`src/rtl/i2c_slave_controller.sv`:
```
// i2c_slave_controller: I2C slave that turns bus traffic into single-Clk memory strobes
// (address lookup, byte write, byte read) with open-drain SDA drive.
module i2c_slave_controller #(
  parameter int ADDRESSLENGTH = 8
) (
  input  logic                     Clk,
  input  logic                     nReset,
  input  logic                     Scl,
  input  logic                     SdaIn,
  output logic                     SdaPullLow,
  output logic                     MemEnable,
  output logic                     MemMode,
  output logic                     MemRorW,
  output logic [ADDRESSLENGTH-1:0] MemAddress,
  output logic [7:0]               MemWrData,
  input  logic [7:0]               MemRdData,
  input  logic                     AddressFound,
  output logic                     Busy,
  output logic                     Selected
);
  typedef enum logic [3:0] {IDLE, ADDR, LOOKUP, ACK, WR_BYTE, RD_LOAD, RD_BYTE, RD_ACK, WAIT_STOP} state_t;
  state_t r_state, w_state;
  logic [2:0] r_scl, r_sda;
  logic [3:0] r_cnt, w_cnt;
  logic [7:0] r_sh, w_sh, r_wdata, w_wdata, w_byte;
  logic [ADDRESSLENGTH-1:0] r_addr, w_addr;
  logic r_pull, w_pull, r_en, w_en, r_mode, w_mode, r_mrw, w_mrw;
  logic r_rw, w_rw, r_busy, w_busy, r_sel, w_sel;
  logic w_rise, w_fall, w_start, w_stop;
  // bits [1:0] are the synchronizer, bit [2] the previous synchronized value
  assign w_rise  = r_scl[1] & ~r_scl[2];
  assign w_fall  = ~r_scl[1] & r_scl[2];
  assign w_start = r_scl[1] & r_scl[2] & r_sda[2] & ~r_sda[1];
  assign w_stop  = r_scl[1] & r_scl[2] & ~r_sda[2] & r_sda[1];
  assign w_byte  = {r_sh[6:0], r_sda[1]};
  assign SdaPullLow = r_pull;
  assign MemEnable  = r_en;
  assign MemMode    = r_mode;
  assign MemRorW    = r_mrw;
  assign MemAddress = r_addr;
  assign MemWrData  = r_wdata;
  assign Busy       = r_busy;
  assign Selected   = r_sel;
  always_ff @(posedge Clk or negedge nReset) begin
    if (!nReset) begin
      r_scl   <= '1;
      r_sda   <= '1;
      r_state <= IDLE;
      r_cnt   <= '0;
      r_sh    <= '0;
      r_wdata <= '0;
      r_addr  <= '0;
      r_pull  <= 1'b0;
      r_en    <= 1'b0;
      r_mode  <= 1'b0;
      r_mrw   <= 1'b0;
      r_rw    <= 1'b0;
      r_busy  <= 1'b0;
      r_sel   <= 1'b0;
    end else begin
      r_scl   <= {r_scl[1:0], Scl};
      r_sda   <= {r_sda[1:0], SdaIn};
      r_state <= w_state;
      r_cnt   <= w_cnt;
      r_sh    <= w_sh;
      r_wdata <= w_wdata;
      r_addr  <= w_addr;
      r_pull  <= w_pull;
      r_en    <= w_en;
      r_mode  <= w_mode;
      r_mrw   <= w_mrw;
      r_rw    <= w_rw;
      r_busy  <= w_busy;
      r_sel   <= w_sel;
    end
  end
  // LOOKUP and RD_LOAD wait out the strobe cycle (r_en high) before taking the memory reply
  always_comb begin
    w_state = r_state;
    w_cnt   = r_cnt;
    w_sh    = r_sh;
    w_wdata = r_wdata;
    w_addr  = r_addr;
    w_pull  = r_pull;
    w_en    = 1'b0;
    w_mode  = r_mode;
    w_mrw   = r_mrw;
    w_rw    = r_rw;
    w_busy  = r_busy;
    w_sel   = r_sel;
    if (w_stop) begin
      w_state = IDLE;
      w_pull  = 1'b0;
      w_busy  = 1'b0;
      w_sel   = 1'b0;
    end else if (w_start) begin
      w_state = ADDR;
      w_cnt   = '0;
      w_sh    = '0;
      w_pull  = 1'b0;
      w_busy  = 1'b1;
    end else begin
      case (r_state)
        ADDR: if (w_rise) begin
          w_sh  = w_byte;
          w_cnt = r_cnt + 4'd1;
          if (r_cnt == 4'd7) begin
            w_addr  = ADDRESSLENGTH'(w_byte[7:1]);
            w_rw    = w_byte[0];
            w_mode  = 1'b0;
            w_en    = 1'b1;
            w_cnt   = '0;
            w_state = LOOKUP;
          end
        end
        LOOKUP: if (!r_en) begin
          w_state = AddressFound ? ACK : WAIT_STOP;
          w_sel   = AddressFound;
        end
        // r_cnt marks whether the ACK low is already being driven
        ACK: if (w_fall) begin
          w_pull  = (r_cnt == 4'd0);
          w_cnt   = (r_cnt == 4'd0) ? 4'd1 : 4'd0;
          w_state = (r_cnt == 4'd0) ? ACK : WR_BYTE;
        end else if (w_rise && r_cnt == 4'd1 && r_rw) begin
          w_cnt   = '0;
          w_en    = 1'b1;
          w_mode  = 1'b1;
          w_mrw   = 1'b0;
          w_state = RD_LOAD;
        end
        WR_BYTE: if (w_rise) begin
          w_sh  = w_byte;
          w_cnt = r_cnt + 4'd1;
          if (r_cnt == 4'd7) begin
            w_wdata = w_byte;
            w_en    = 1'b1;
            w_mode  = 1'b1;
            w_mrw   = 1'b1;
            w_cnt   = '0;
            w_state = ACK;
          end
        end
        RD_LOAD: if (!r_en) begin
          w_sh    = MemRdData;
          w_state = RD_BYTE;
        end
        RD_BYTE: if (w_fall) begin
          w_pull  = (r_cnt == 4'd8) ? 1'b0 : ~r_sh[7];
          w_sh    = {r_sh[6:0], 1'b0};
          w_cnt   = (r_cnt == 4'd8) ? 4'd0 : r_cnt + 4'd1;
          w_state = (r_cnt == 4'd8) ? RD_ACK : RD_BYTE;
        end
        RD_ACK: if (w_rise) begin
          w_state = r_sda[1] ? WAIT_STOP : RD_LOAD;
          w_en    = ~r_sda[1];
          w_mode  = r_sda[1] ? r_mode : 1'b1;
          w_mrw   = r_sda[1] ? r_mrw : 1'b0;
        end
        default: ;
      endcase
    end
  end
endmodule

```
`config.mk`:
```
export PLATFORM = sky130hd
export DESIGN_NAME = i2c_slave_controller
export DESIGN_NICKNAME = d
export VERILOG_FILES = /design/src/rtl/i2c_slave_controller.sv
export SDC_FILE = /design/constraint.sdc
export NUM_CORES = 1
export LEC_CHECK = 0
export CELL_PAD_IN_SITES_DETAIL_PLACEMENT = 1
export CELL_PAD_IN_SITES_GLOBAL_PLACEMENT = 2
export CORE_ASPECT_RATIO = 0.7
export CORE_MARGIN = 2
export CORE_UTILIZATION = 32
export CTS_CLUSTER_SIZE = 28
export DETAILED_ROUTE_END_ITERATION = 8
export GPL_TIMING_DRIVEN = 0
export PLACE_DENSITY_LB_ADDON = 0.08
export SETUP_SLACK_MARGIN = 0.15
export SLEW_MARGIN = 15
export SYNTH_ARGS = -nofsm -noshare
export SYNTH_HDL_FRONTEND = slang
export SYNTH_SLANG_ARGS = --single-unit
```
`constraint.sdc`:
```
create_clock -name Clk -period 2.05 [get_ports Clk]
set_clock_uncertainty 0.2 [all_clocks]
set_input_delay 0.615 -clock Clk [delete_from_list [all_inputs] [get_ports Clk]]
set_output_delay 0.615 -clock Clk [all_outputs]
set_load 0.05 [all_outputs]
```
==> results.json <==
{
  "vdd.ir_drop.worst_uv": 459,
  "drt_wl_total_um": 8680,
  "cts_inserted_buffers": 5,
  "drv_slew": 0,
  "postCtsHoldBufs": 0,
  "die_w_um": 110,
  "fmaxAchievable_ghz": 0.440,
  "pwr_density_cell_mw_per_mm2": 1330,
  "max-cap-violations": 0,
  "drt-initial-drc-count": 87,
  "setup_slack_ns": -0.223,
  "tritoncts_num_sinks": 44,
  "syn_inst": 243,
  "worst-path-max-fanout": 10,
  "via_count": 2190,
  "effective_utilization_at_floorplan_pct": 32.6,
  "cts_tree": "yes",
  "grt_max_degree": 30,
  "finalSetupViolCount": 25,
  "finalWorstPathRequiredPeriod_ns": 2.27,
  "first_global_vias": 2143,
  "grt_setup_unrepaired": "true",
  "timing.critical_path.to_type": "register",
  "synthSimpleGateAreaFrac_pct": 16.9,
  "layout.nets": 327,
  "ys.flop_type": "sky130_fd_sc_hd__dfrtp_1",
  "drt.antenna.violating_nets": 0,
  "main_combinational_cell_family_by_area_after_synthesis": "compound AO/OA/AOI/OAI gates",
  "most_frequent_cells_in_the_layout": "37 x sky130_fd_sc_hd__dfrtp_1, 25 x sky130_fd_sc_hd__buf_4, 24 x sky130_fd_sc_hd__nor2_1",
  "yosys-mux-area-fraction_pct": 14.4,
  "detail_route.drc_violations": 0,
  "cts_max_path_buffers": 2,
  "cts_root_buf": "sky130_fd_sc_hd__clkbuf_16",
  "synth_xor_area_share_pct": 1.38,
  "synth.yosys.warnings": 0,
  "postSynthAreaPerCell_um2": 10.4,
  "drt_first_pass_iters": 4,
  "synthArstFlopShare_pct": 100,
  "die_height_um": 78.4,
  "p_leak_nw": 1.58,
  "most_common_cell_after_layout_fill_and_taps_aside": "sky130_fd_sc_hd__dfrtp_1",
  "dp_cells": 378,
  "grt_antenna_before_repair": 0,
  "worst_min_delay_path_class": "input pin to asynchronous set/reset pin",
  "die-area_mm2": 0.00864,
  "wire_length_of_the_first_global_routing_pass_um": 12800,
  "io_buffer_count": 33,
  "worstSetupPathType": "register to register",
  "antenna_cells": 0,
  "required_time_at_the_worst_slack_endpoint_ns": 2.02,
  "violations": "negative setup slack",
  "max_slew.worst_pin.slew_ns": 0.604,
  "timing.critical_path.from_type": "register",
  "gp_congestion": 0.857,
  "clock_transition_at_path_regs_ns": 0.07,
  "wl_met2_um": 3780,
  "syn2layout_area_growth_pct": 49.4,
  "detailed_place_hpwl_um": 5390,
  "grt_use_total_pct": 20.3,
  "design.portCount": 35,
  "met3_length_um": 381,
  "synth_fa_ha_area_share_pct": 1.48,
  "design_power_total_mw": 5.02,
  "congestion_overflow_gr": 0,
  "period_share_pct": 111,
  "dr.max_layer_used": "met4",
  "worstRegToRegCells": 8,
  "row_count": 27,
  "fin_cells": 413,
  "mappedNetlistNets": 259,
  "critical_path_arrival_ns": 2.24,
  "synth.cell_area_mm2": 0.00253,
  "met1_wire_length_um": 4340,
  "yosys_register_bits": 44,
  "floorplan.core_area_mm2": 0.00777,
  "compound_gate_portion_of_the_synthesized_area_pct": 17.2,
  "hold_viol": 0,
  "routed_wire_length_per_instance_um": 21.0,
  "ys_seq_area_share_pct": 43.8,
  "drive_gt1_share_pct": 47.4,
  "max_slew_margin_pct": 59.6,
  "synth_edf_count": 0,
  "insertion_delay_ns": 0.28,
  "vias_per_cell": 5.30,
  "htree_num_levels": 2,
  "status": "finished with violations",
  "synthDistinctLibCells": 64
}
## power breakdown
group          switching, mW  total [mW]  internal [mW]  leakage (nW)
logic                   1.58        2.91           1.33         0.950
clock network          0.343       0.829          0.486        0.0701
registers              0.194        1.28           1.09         0.564
## per-stage QoR
stage	hold slack [ns]	util (%)	setup TNS [ns]	cell area, um^2	worst slack, ns
after floorplan	0.119	-	-0.247	2560	-0.0353
after global placement	0.145	38.8	-58.15	3020	-1.18
after detailed placement	0.147	39.0	-8.86	3030	-0.552
after CTS	0.0614	45.7	-2.06	3550	-0.147
after global routing	0.0666	48.6	-4.67	3780	-0.259
final	0.0520	48.6	-3.15	3780	-0.223
## cells by family (layout without fill, tap and decap cells)
family                   count (synthesis)  in the layout
XOR/XNOR                                 4              4
adder cells (fa/ha/maj)                  3              3
multiplexers                            31             31
buffers and inverters                   25             92
other                                    1              1
flip-flops                              44             44
AND/OR/NAND/NOR                         78             79
AO/OA/AOI/OAI                           57             58
## timing repair
item / CTS / global route
endpoints found under the setup margin: 57 / 36
cloned: 1 / 1
pin swaps: 12 / 13
buffers inserted: 15 / 11
gates resized for setup: 115 / 31
## flip-flops by register name, summed over array words and instances, names as in the netlist
name	flops
MemWrData	8
r_sh	8
MemAddress	7
r_cnt	4
r_state	4
r_scl	3
r_sda	3
Busy	1
MemEnable	1
MemMode	1
MemRorW	1
SdaPullLow	1
Selected	1
r_rw	1
## routing by layer
metal,track usage (%),up-vias
met2,28.8,46
met3,3.57,13
met5,0,-
met4,4.88,0
li1,-,1012
met1,31.5,1119
## synth_stat cells, types with 3 or more instances
cell,n,area [um^2]
sky130_fd_sc_hd__nand3_1,4,20.0
sky130_fd_sc_hd__clkbuf_1,5,18.8
sky130_fd_sc_hd__ha_1,3,37.5
sky130_fd_sc_hd__nor3_1,5,25.0
sky130_fd_sc_hd__mux2_4,7,105
sky130_fd_sc_hd__nor2b_1,4,25.0
sky130_fd_sc_hd__dfstp_2,6,158
sky130_fd_sc_hd__a211oi_1,3,22.5
sky130_fd_sc_hd__xnor2_1,3,26.3
sky130_fd_sc_hd__a21oi_1,8,40.0
sky130_fd_sc_hd__dfrtp_1,38,951
sky130_fd_sc_hd__nand2b_1,6,37.5
sky130_fd_sc_hd__o21ai_0,13,65.1
sky130_fd_sc_hd__mux2_2,16,180
sky130_fd_sc_hd__nor2_1,24,90.1
sky130_fd_sc_hd__inv_1,10,37.5
sky130_fd_sc_hd__nand2_1,16,60.1
sky130_fd_sc_hd__buf_2,7,35.0
sky130_fd_sc_hd__mux2i_1,8,80.1
## layout make-up
type / count / area [um^2]
inverters: 10 / 40.0
clock buffers: 7 / 143
repair buffers: 60 / 591
flip-flops and latches: 44 / 1110
multi-input cells: 176 / 1610
plain buffers: 14 / 150
clock inverters: 1 / 7.51
well taps: 101 / 126
fillers: 848 / 3990
## worst max-delay path, cell delays in order, from the launching register on
cell                       delay, ns
sky130_fd_sc_hd__dfrtp_1        0.42
sky130_fd_sc_hd__buf_4          0.20
sky130_fd_sc_hd__buf_4          0.21
sky130_fd_sc_hd__inv_4          0.10
sky130_fd_sc_hd__nand2_2        0.07
sky130_fd_sc_hd__a211oi_4       0.35
sky130_fd_sc_hd__o22ai_4        0.13
sky130_fd_sc_hd__buf_12         0.17
sky130_fd_sc_hd__mux2_4         0.29
## final timing paths
check                          endpoint        from  slack, ns
setup / recovery                r_sh[6]  r_state[1]      -0.22
hold / removal             MemWrData[6]      nReset       0.05
setup reg to reg                r_sh[6]  r_state[1]      -0.22
hold reg to reg                r_scl[1]    r_scl[0]       0.16
max in group asynchronous      r_scl[2]      nReset       1.03
min in group Clk               r_scl[1]    r_scl[0]       0.16
(Power assumes the default switching activity.)
